### src/rtl/kof_pkg.sv
// Shared definitions for the fighting-game core: round state encoding,
// default health width and saturating arithmetic reused by the counters.
package kof_pkg;

   typedef enum logic {
      FIGHT = 1'b0,
      KO    = 1'b1
   } state_e;

   localparam int HPW_DEFAULT = 8;

   function automatic logic [31:0] sat_sub(input logic [31:0] a, input logic [31:0] b);
      return (b > a) ? 32'd0 : a - b;
   endfunction

   function automatic logic [31:0] sat_add(input logic [31:0] a, input logic [31:0] b,
                                           input logic [31:0] maxv);
      logic [32:0] s;
      s = {1'b0, a} + {1'b0, b};
      return (s > {1'b0, maxv}) ? maxv : s[31:0];
   endfunction

endpackage

### src/rtl/hp_lane.sv
// One player's health and invulnerability counter. alive_o reflects the
// value being written this cycle so the round logic can decide in step.
module hp_lane
   import kof_pkg::*;
#(
   parameter int HPW        = HPW_DEFAULT,
   parameter int HP_INIT    = 100,
   parameter int INV_FRAMES = 4
) (
   input  logic           clk,
   input  logic           reset,
   input  logic           en_i,
   input  logic [HPW-1:0] dmg_i,
   input  logic [HPW-1:0] heal_i,
   output logic [HPW-1:0] hp_o,
   output logic           hit_o,
   output logic           alive_o
);

   localparam int IW = (INV_FRAMES > 0) ? $clog2(INV_FRAMES + 1) : 1;
   localparam logic [31:0] HP_MAX = 32'((33'd1 << HPW) - 33'd1);

   logic [HPW-1:0] hp_q, hp_d, post;
   logic [IW-1:0]  inv_q, inv_d;
   logic           hit_q, hit_d;

   always_comb begin
      hp_d  = hp_q;
      inv_d = inv_q;
      hit_d = 1'b0;
      post  = hp_q;
      if (en_i) begin
         if (inv_q == '0 && dmg_i != '0) begin
            post  = HPW'(sat_sub(32'(hp_q), 32'(dmg_i)));
            inv_d = IW'(INV_FRAMES);
            hit_d = 1'b1;
         end else if (inv_q != '0) begin
            inv_d = inv_q - IW'(1);
         end
         // A lane that reached zero never recovers through healing.
         if (post != '0) begin
            post = HPW'(sat_add(32'(post), 32'(heal_i), HP_MAX));
         end
         hp_d = post;
      end
   end

   always_ff @(posedge clk) begin
      if (!reset) begin
         hp_q  <= HPW'(HP_INIT);
         inv_q <= '0;
         hit_q <= 1'b0;
      end else begin
         hp_q  <= hp_d;
         inv_q <= inv_d;
         hit_q <= hit_d;
      end
   end

   assign hp_o    = hp_q;
   assign hit_o   = hit_q;
   assign alive_o = (hp_d != '0);

endmodule

### src/rtl/health_bank.sv
// Per-player health bank: frame-tick edge detection, NP health lanes and
// the round FSM that declares a winner (lowest surviving index) or a draw.
module health_bank
   import kof_pkg::*;
#(
   parameter int NP         = 2,
   parameter int HPW        = HPW_DEFAULT,
   parameter int HP_INIT    = 100,
   parameter int INV_FRAMES = 4,
   localparam int WW        = (NP > 2) ? $clog2(NP) : 1
) (
   input  logic              clk,
   input  logic              reset,
   input  logic              keep,
   input  logic              fresh,
   input  logic [NP*HPW-1:0] dmg,
   input  logic [NP*HPW-1:0] heal,
   output logic [NP*HPW-1:0] blood,
   output logic [NP-1:0]     hit,
   output logic              over,
   output logic [WW-1:0]     winner,
   output logic              draw
);

   localparam int CW = $clog2(NP + 1);

   state_e         state_q, state_d;
   logic           fresh_q;
   logic           tick, en;
   logic [NP-1:0]  alive;
   logic [CW-1:0]  alive_cnt;
   logic [WW-1:0]  first_idx;
   logic           over_q, over_d, draw_q, draw_d;
   logic [WW-1:0]  winner_q, winner_d;

   // fresh_q resets high so a level held through reset is not a tick.
   always_ff @(posedge clk) begin
      if (!reset) fresh_q <= 1'b1;
      else        fresh_q <= fresh;
   end

   assign tick = fresh & ~fresh_q;
   assign en   = tick & ~keep & (state_q == FIGHT);

   for (genvar g = 0; g < NP; g++) begin : g_lane
      hp_lane #(
         .HPW        (HPW),
         .HP_INIT    (HP_INIT),
         .INV_FRAMES (INV_FRAMES)
      ) u_lane (
         .clk     (clk),
         .reset   (reset),
         .en_i    (en),
         .dmg_i   (dmg[g*HPW +: HPW]),
         .heal_i  (heal[g*HPW +: HPW]),
         .hp_o    (blood[g*HPW +: HPW]),
         .hit_o   (hit[g]),
         .alive_o (alive[g])
      );
   end

   always_comb begin
      alive_cnt = '0;
      first_idx = '0;
      for (int i = NP - 1; i >= 0; i--) begin
         if (alive[i]) begin
            alive_cnt = alive_cnt + CW'(1);
            first_idx = WW'(i);
         end
      end
   end

   always_ff @(posedge clk) begin
      if (!reset) state_q <= FIGHT;
      else        state_q <= state_d;
   end

   always_comb begin
      state_d = state_q;
      if (state_q == FIGHT && en && alive_cnt <= CW'(1)) state_d = KO;
   end

   always_comb begin
      over_d   = over_q;
      draw_d   = draw_q;
      winner_d = winner_q;
      if (state_q == FIGHT && state_d == KO) begin
         over_d   = 1'b1;
         draw_d   = (alive_cnt == '0);
         winner_d = (alive_cnt == '0) ? '0 : first_idx;
      end
   end

   always_ff @(posedge clk) begin
      if (!reset) begin
         over_q   <= 1'b0;
         draw_q   <= 1'b0;
         winner_q <= '0;
      end else begin
         over_q   <= over_d;
         draw_q   <= draw_d;
         winner_q <= winner_d;
      end
   end

   assign over   = over_q;
   assign draw   = draw_q;
   assign winner = winner_q;

endmodule
### config.mk
export PLATFORM = sky130hd
export DESIGN_NAME = health_bank
export DESIGN_NICKNAME = d
export VERILOG_FILES = /design/src/rtl/kof_pkg.sv /design/src/rtl/hp_lane.sv /design/src/rtl/health_bank.sv
export SDC_FILE = /design/constraint.sdc
export NUM_CORES = 1
export LEC_CHECK = 0
export CORE_MARGIN = 2
export CORE_UTILIZATION = 52
export CTS_CLUSTER_SIZE = 40
export DETAILED_ROUTE_END_ITERATION = 8
export GPL_ROUTABILITY_DRIVEN = 0
export GPL_TIMING_DRIVEN = 0
export MAX_ROUTING_LAYER = met4
export PLACE_DENSITY = 0.8
export SETUP_SLACK_MARGIN = 0.15
export SYNTH_ARGS = -nofsm -noshare
export SYNTH_HDL_FRONTEND = slang
export SYNTH_SLANG_ARGS = --single-unit
export TNS_END_PERCENT = 5
### constraint.sdc
create_clock -name clk -period 6 [get_ports clk]
set_input_delay 1.2 -clock clk [delete_from_list [all_inputs] [get_ports clk]]
set_output_delay 1.2 -clock clk [all_outputs]
set_load 0.01 [all_outputs]
# After elaboration in Yosys (flattened, before gate mapping)
# Cells that the tools add are included.
# totals
register_bits	29
input_bits	36
word_cells	74
# op_classes
addsub	7
magnitude_cmp	5
n_mux	24
bitwise_logic	6
n_reduce_logical	21
# ops
operator	n
2-to-1 mux 8 bit	12
nonzero test 8 bit	6
adder 8 x 8 -> 9 bit	2
> comparator 9 x 8 -> 1 bit (second input constant)	2
> comparator 8 bit	2
subtractor 8 bit	2
2-to-1 mux 3 bit	4
2-to-1 mux 1 bit	7
logical NOT 3 bit	2
AND reduction 2 bit	3
nonzero test 3 bit	2
subtractor 3 x 1 -> 3 bit (second input constant)	2
logical AND 1 bit	5
nonzero test 2 bit	2
bitwise AND 1 bit	3
inverter 1 bit	3
adder 2 x 1 -> 2 bit (second input constant)	1
less-or-equal comparator 2 x 1 -> 1 bit (second input constant)	1
logical NOT 2 bit	1
2-to-1 mux 2 bit	1

# Depth between registers and ports, before layout
# Gate-level depths: netlist of the first run.
# logic_depth
ltp_word	18
ltp_mapped	20

# By module
# Synthesis of the first run repeated with hierarchy kept, for this count alone.
# hier_totals
hier_cells	392
area_unflattened_um2	3055.4
# by_module_without_submodules
module	n_inst	cells_per_inst	area_each_um2
hp_lane	2	188	1438.9
health_bank	1	16	177.7

# Least setup slack after synthesis of the first run
# Ideal clock, no wire load.
# synth_timing
path_type	input to register
start	input dmg[8]
end	register draw_q (netlist: draw)
setup_ns	0.130
arrival_time_ns	4.673
t_required_ns	5.870
path_slack_ns	1.197
cell_stages	19
path_buffers	0
path_cell_list	ha_1 inv_1 fa_1 a21oi_1 o211ai_1 o211ai_1 or3_1 o21ai_0 ha_1 inv_1 fa_1 nor2b_1 o21bai_1 a21oi_1 a211o_1 nand2b_1 or4b_1 a21oi_2 o32ai_2
# synth_via
elab_chain_len	17
word_cells_on_any_way	22
classes_between	3 x add/sub; 3 x order compare; 9 x mux; 7 x reduce/logical
# synth_lines
item	line_no	text
from (decl)	health_bank.sv:16	input logic [NP*HPW-1:0] dmg,
subtractor 8 bit (tied with other cells)	kof_pkg.sv:13	return (b > a) ? 32'd0 : a - b;
2-to-1 mux 8 bit or logical AND 1 bit (tied branches)	kof_pkg.sv:13, hp_lane.sv:33	
2-to-1 mux 8 bit *	hp_lane.sv:33	if (inv_q == '0 && dmg_i != '0) begin
2-to-1 mux 8 bit *	hp_lane.sv:32	if (en_i) begin
adder 8 x 8 -> 9 bit	kof_pkg.sv:19	s = {1'b0, a} + {1'b0, b};
> comparator 9 x 8 -> 1 bit	kof_pkg.sv:20	return (s > {1'b0, maxv}) ? maxv : s[31:0];
2-to-1 mux 8 bit	kof_pkg.sv:20	
2-to-1 mux 8 bit *	hp_lane.sv:41	if (post != '0) begin
2-to-1 mux 8 bit *	hp_lane.sv:32	
nonzero test 8 bit *	hp_lane.sv:62	assign alive_o = (hp_d != '0);
2-to-1 mux 1 bit *	health_bank.sv:66	if (alive[i]) begin
adder 2 x 1 -> 2 bit	health_bank.sv:67	alive_cnt = alive_cnt + CW'(1);
2-to-1 mux 2 bit *	health_bank.sv:66	
less-or-equal comparator 2 x 1 -> 1 bit	health_bank.sv:80	if (state_q == FIGHT && en && alive_cnt <= CW'(1)) state_d = KO;
logical AND 1 bit	health_bank.sv:80	
2-to-1 mux 1 bit	health_bank.sv:80	
logical AND 1 bit	health_bank.sv:87	if (state_q == FIGHT && state_d == KO) begin
to (signal assigned)	health_bank.sv:101	draw_q <= draw_d;
to (decl)	health_bank.sv:33	logic over_q, over_d, draw_q, draw_d;
# Every way passes the cells marked *; elsewhere a longest branch is shown, timed or not. The select of a mux whose other input is x is not followed.
# A chain may end at the register's enable or synchronous reset.

# Worst setup path in the final report of the first run
# Ends and elaborated chain as after synthesis.

==> results.sh, run 1 <==
export IMPL_status="finished clean"
export IMPL_critPathRequiredTime_ns=6.16
export IMPL_diodes=0
export IMPL_r2r_slack_ns=1.31
export IMPL_numCtsBuffers=5
export IMPL_grt_pass1_vias=3022
export IMPL_fin_area_sq_um=3770
export IMPL_drc_errors=0
export IMPL_path_clk_slew_ns=0.07
export IMPL_worst_setup_path_start_kind="primary input"
export IMPL_cp_end_kind="flop"
export IMPL_io_buffer_count=56
export IMPL_die_area_sq_um=6470
export IMPL_dpl_hpwl_um=6670
export IMPL_row_count=27
export IMPL_yosys_area_share_simple_pct=21.9
export IMPL_dp_cells=529
export IMPL_drt_iter0_drc=172
export IMPL_power_density_nw_per_um2=172
export IMPL_core_area_sq_um=5570
export IMPL_min_from="winner$_SDFFE_PN0P_"
export IMPL_ir_drop_mv=0.107
export IMPL_synth_xor_area_share_pct=5.19
export IMPL_overflow=0
export IMPL_synth_edff_count=0
export IMPL_final_core_util_pct=67.7
export IMPL_rr_endpoint="draw$_SDFFE_PN0P_"
export IMPL_die_x_um=80.5
export IMPL_avgSynthCellArea_sq_um=7.58
export IMPL_critPathMaxFanout=7
export IMPL_clock_sinks=29
export IMPL_hold_buffers=0
export IMPL_finalSetupViolations=0
export IMPL_dpl_instance_area_sq_um=3690
export IMPL_critPathLaunch="dmg[8]"
export IMPL_skew_ns=0.00718
export IMPL_synth_distinct_cells=58
export IMPL_cpMaxStageDelayCell="or4b_1"
export IMPL_clk_latency_ns=0.28
export IMPL_grtUsageTotal_pct=26.5
export IMPL_synth_compound_area_share_pct=28.3
export IMPL_totalWireLength_um=8230
export IMPL_cts_root_buf="clkbuf_8"
export IMPL_syn_inst=401
export IMPL_synth_seq_cells=29
export IMPL_syn_area_sq_um=3040
export IMPL_vias_per_cell=6.03
export IMPL_synthTopCellsByArea="dfxtp_1 (19%), ha_1 (15%), a21oi_1 (5.8%)"
export IMPL_multi_input_area_sq_um=2240
export IMPL_synth_top_family_by_area="compound AO/OA/AOI/OAI gates"
export IMPL_drt_wirelength_per_cell_um=15.3
export IMPL_grt_pass1_wl_um=13400
export IMPL_muxShareOfSynthArea_pct=0.988
export IMPL_start_util_pct=54.5
export IMPL_drive_gt1_share_pct=4.09
export IMPL_p_leak_uw=0.00160
export IMPL_max_freq_mhz=177
export IMPL_synth_top_area_cell="dfxtp_1"
export IMPL_crit_type="primary input to flop"
export IMPL_grt_max_degree=11
export IMPL_final_seq_area_sq_um=581
export IMPL_vias=3236
export IMPL_tritoncts="yes"
export IMPL_drtPass1Iterations=4
export IMPL_syn_to_final_growth_pct=24.1
export IMPL_hold_path_class="flop to flop"
export IMPL_fin_cells=537
export IMPL_holdPathStages=2
export IMPL_ant_nets=0
export IMPL_synthArstFlopShare_pct=0
export IMPL_synth_fp_nets=477
export IMPL_hold_viol=0
export IMPL_whs_ns=0.469
export IMPL_worstMarginPinSlew_ns=0.974
export IMPL_min_period_ns=5.64
export IMPL_path_cells="clkdlybuf4s50_1 > ha_1 > inv_1 > fa_1 > a21oi_1 > o211ai_1 > o211ai_1 > or3_1 > o21ai_0 > ha_1 > inv_1 > fa_1 > nor2b_1 > o21bai_1 > a21oi_1 > a211o_1 > nand2b_1 > or4b_1 > a21oi_2 > o32ai_2"
export IMPL_post_cts_buffers=0
export IMPL_htreeDepth=2
export IMPL_synth_top_area_share_pct=19.1
export IMPL_yosys_warnings=0
export IMPL_slew_viol_final=0
export IMPL_fin_nets=540
export IMPL_ys_seq_area_share_pct=19.1
export IMPL_cts_resized=0
export IMPL_r2r_start="g_lane[1].u_lane.hp_o[0]$_SDFF_PN0_"
export IMPL_ioPinCount=57
export IMPL_synth_most_common_cell="nand2_1"
export IMPL_antenna_found_initial=0
export IMPL_synth_flop_cell="dfxtp_1"
export IMPL_slowest_delay_ns=0.56
export IMPL_synth_adder_area_share_pct=17.4
export IMPL_maxCapViolCount=0
export IMPL_worstPathArrival_ns=5.80
export IMPL_clockBufferDepth=2
export IMPL_yosys_top_cells_count="nand2_1 (41), inv_1 (38), ha_1 (36)"
export IMPL_max_slew_margin_rel_pct=34.9
export IMPL_tns_ns=0
export IMPL_rsz0062_at_grt="false"
export IMPL_n_fill_cell=496
export IMPL_rr_worst_depth=20
export IMPL_die_h_um=80.5
export IMPL_holdPathEnd="winner$_SDFFE_PN0P_"
export IMPL_final_period_utilization_pct=94.0
## final cells by class
type                       instances  share of cell area [%]
timing repair buffer              56                    14.9
clock inverter                     2                   0.265
sequential                        29                    15.4
buffer                            14                    1.99
inverter                          38                    3.78
tap                               72                    2.39
clock buffer                       6                    1.92
multi-input combinational        320                    59.4
## through the flow
step / setup slack [ns] / total power [uW]
after detailed placement: 0.197 / 491
final: 0.359 / 648
after global routing: 0.156 / 684
after floorplan: 1.20 / 409
after CTS: 0.446 / 643
after global placement: 0.243 / 484
## layout by cell type (no fill, tap or decap), drive strengths merged, types with 7 or more instances in the layout
cell type / n
ha: 36
a211oi: 7
nand2: 41
nor2: 28
inv: 38
nor3: 8
a21oi: 37
a21o: 9
o21ai: 18
nand3: 10
o211ai: 7
clkbuf: 16
o31ai: 9
nand2b: 7
xnor2: 14
clkdlybuf4s50: 56
nor4: 8
dfxtp: 29
## state kept, by name, indices dropped and copies added (netlist names)
signal	cells
g_lane.u_lane.inv_q	6
state_q	1
g_lane.u_lane.hit_o	2
draw	1
g_lane.u_lane.hp_o	16
over	1
winner	1
fresh_q	1
## worst max-delay path, delay by kind of cell
| family | cells | cell delay [ns] |
|---|---|---|
| buffers and inverters | 3 | 0.64 |
| adder cells (fa/ha/maj) | 4 | 1.06 |
| AND/OR/NAND/NOR | 4 | 1.03 |
| AO/OA/AOI/OAI | 9 | 1.87 |
## how the worst max path moves through the flow
| stage | to | slack [ns] | cells past startpoint |
|---|---|---|---|
| 4_1_cts | draw$_SDFFE_PN0P_ | 0.45 | 20 |
| 6_report | draw$_SDFFE_PN0P_ | 0.36 | 20 |
| 2_1_floorplan | draw$_SDFFE_PN0P_ | 1.20 | 19 |
| 3_5_place_dp | draw$_SDFFE_PN0P_ | 0.20 | 20 |
| 3_3_place_gp | draw$_SDFFE_PN0P_ | 0.24 | 20 |
| 5_1_grt | draw$_SDFFE_PN0P_ | 0.16 | 20 |
## cells by family after synthesis
kind of cell,Yosys count
flops,29
buf+inv,52
fa+ha+maj,40
compound gates,127
xor+xnor,18
simple gates,132
mux,3
## where the power goes
part / internal, uW / switching [uW]
Combinational: 133 / 155
Sequential: 198 / 7.44
Clock: 80.2 / 74.2
## layer usage
| metal | global-route usage [%] | share of wire [%] | vias to the layer above |
|---|---|---|---|
| met3 | 2.92 | 5.5 | 6 |
| li1 | - | - | 1585 |
| met1 | 30.5 | 43 | 1528 |
| met5 | - | 0 | - |
| met2 | 48.8 | 51 | 117 |
| met4 | 7.29 | 0.90 | 0 |
(Power assumes the default switching activity.)
==> run 2, diff against run 1 <==
- CTS_BUF_LIST: default -> sky130_fd_sc_hd__clkbuf_8
==> run 2 against run 1 <==
Compared with the run above:
- die area stayed put
- non-clock buffer count stayed put
- critical endpoint unchanged
- largest cell class unchanged
- first-iteration DRC count is 0.58% higher
==> results.sh, run 2 (synthesis results as in run 1) <==
export IMPL_status="finished clean"
export IMPL_cp_end_kind="flop"
export IMPL_start_util_pct=54.5
export IMPL_vias_per_cell=6.05
export IMPL_drtPass1Iterations=5
export IMPL_clockBufferDepth=2
export IMPL_die_h_um=80.5
export IMPL_worst_setup_path_start_kind="primary input"
export IMPL_path_clk_slew_ns=0.07
export IMPL_met3_usage_pct=2.92
export IMPL_final_seq_area_sq_um=581
export IMPL_drt_wirelength_per_cell_um=15.3
export IMPL_critPathMaxFanout=7
export IMPL_power_density_nw_per_um2=171
export IMPL_min_period_ns=5.64
export IMPL_fin_nets=540
export IMPL_finalSetupViolations=0
export IMPL_cts_resized=0
export IMPL_die_area_sq_um=6470
export IMPL_worstPathArrival_ns=5.80
export IMPL_drt_iter0_drc=173
export IMPL_ant_nets=0
export IMPL_hold_path_class="flop to flop"
export IMPL_layout_commonest_cell="clkdlybuf4s50_1"
export IMPL_syn_to_final_growth_pct=24.1
export IMPL_cts_root_buf="clkbuf_8"
export IMPL_busiest_layer="met2"
export IMPL_n_fill_cell=496
export IMPL_whs_ns=0.469
export IMPL_tns_ns=0
export IMPL_critPathRequiredTime_ns=6.16
export IMPL_clock_sinks=29
export IMPL_multi_input_area_sq_um=2240
export IMPL_clk_latency_ns=0.28
export IMPL_drc_errors=0
export IMPL_largest_reg_flops=16
export IMPL_tritoncts="yes"
export IMPL_max_slew_margin_rel_pct=33.7
export IMPL_use_met2_pct=48.8
export IMPL_fin_ws_ns=0.355
export IMPL_io_buffer_count=56
export IMPL_slew_viol_final=0
export IMPL_ir_drop_mv=0.107
export IMPL_dpl_hpwl_um=6670
export IMPL_use_met1_pct=30.5
export IMPL_hold_viol=0
export IMPL_vias=3250
export IMPL_htreeDepth=2
export IMPL_grtUsageTotal_pct=26.5
export IMPL_overflow=0
export IMPL_max_freq_mhz=177
export IMPL_core_area_sq_um=5570
export IMPL_ioPinCount=57
export IMPL_final_period_utilization_pct=94.1
export IMPL_rsz0062_at_grt="false"
export IMPL_drive_gt1_share_pct=4.09
export IMPL_maxCapViolCount=0
export IMPL_crit_type="primary input to flop"
export IMPL_post_cts_buffers=0
export IMPL_numCtsBuffers=5
export IMPL_row_count=27
export IMPL_skew_ns=0.00866
export IMPL_final_cell_mix="clkdlybuf4s50_1 (56), nand2_1 (41), inv_1 (39)"
export IMPL_grt_max_degree=11
export IMPL_p_leak_uw=0.00160
export IMPL_grt_pass1_vias=3022
export IMPL_antenna_found_initial=0
export IMPL_diodes=0
export IMPL_totalWireLength_um=8240
export IMPL_die_x_um=80.5
export IMPL_grt_pass1_wl_um=13400
export IMPL_r2r_slack_ns=1.29
export IMPL_hold_buffers=0
export IMPL_place_ws_ns=0.197
export IMPL_worstMarginPinSlew_ns=0.991
run 2: area by class of cell:
cell class	instances	share of cell area [%]
multi-input cells	320	59.4
flip-flops and latches	29	15.4
repair buffers	56	14.9
inverters	38	3.78
well taps	72	2.39
plain buffers	14	1.99
clock buffers	5	1.82
clock inverters	3	0.365
run 2: where the power goes:
| group | internal (uW) | switching, uW | leakage [uW] | total [uW] |
|---|---|---|---|---|
| registers | 198 | 7.43 | 0.000235 | 206 |
| logic | 133 | 155 | 0.00132 | 288 |
| clock network | 78.5 | 73.8 | 0.0000491 | 152 |
| total | 410 | 236 | 0.00160 | 646 |
run 2: layer usage:
layer  vias to the layer above  wire length, um
met5                         -                0
met4                         0               80
met3                         8              445
met2                       135             4160
met1                      1522             3550
li1                       1585                -
run 2: final timing paths:
kind / startpoint / to / depth (start not counted)
worst max-delay path: dmg[8] / draw$_SDFFE_PN0P_ / 20
worst min-delay path: winner$_SDFFE_PN0P_ / winner$_SDFFE_PN0P_ / 2
worst max register to register: g_lane[1].u_lane.hp_o[0]$_SDFF_PN0_ / draw$_SDFFE_PN0P_ / 20
worst min register to register: winner$_SDFFE_PN0P_ / winner$_SDFFE_PN0P_ / 2
run 2: critical path, stage by stage:
cell and delay (ns):
clkdlybuf4s50_1 0.50, ha_1 0.21, inv_1 0.06, fa_1 0.41
a21oi_1 0.24, o211ai_1 0.19, o211ai_1 0.26, or3_1 0.18
o21ai_0 0.10, ha_1 0.24, inv_1 0.08, fa_1 0.20
nor2b_1 0.08, o21bai_1 0.26, a21oi_1 0.11, a211o_1 0.34
nand2b_1 0.21, or4b_1 0.56, a21oi_2 0.26, o32ai_2 0.10
run 2: through the flow:
stage                     util [%]  std cells  total power, uW  instance area, sq um
final                         67.7        537              646                  3770
after global routing          67.7        537              683                  3770
after CTS                     67.7        537              642                  3770
after detailed placement      66.2        529              491                  3690
after global placement        66.2        529              484                  3690
after floorplan                  -        401              409                  3040
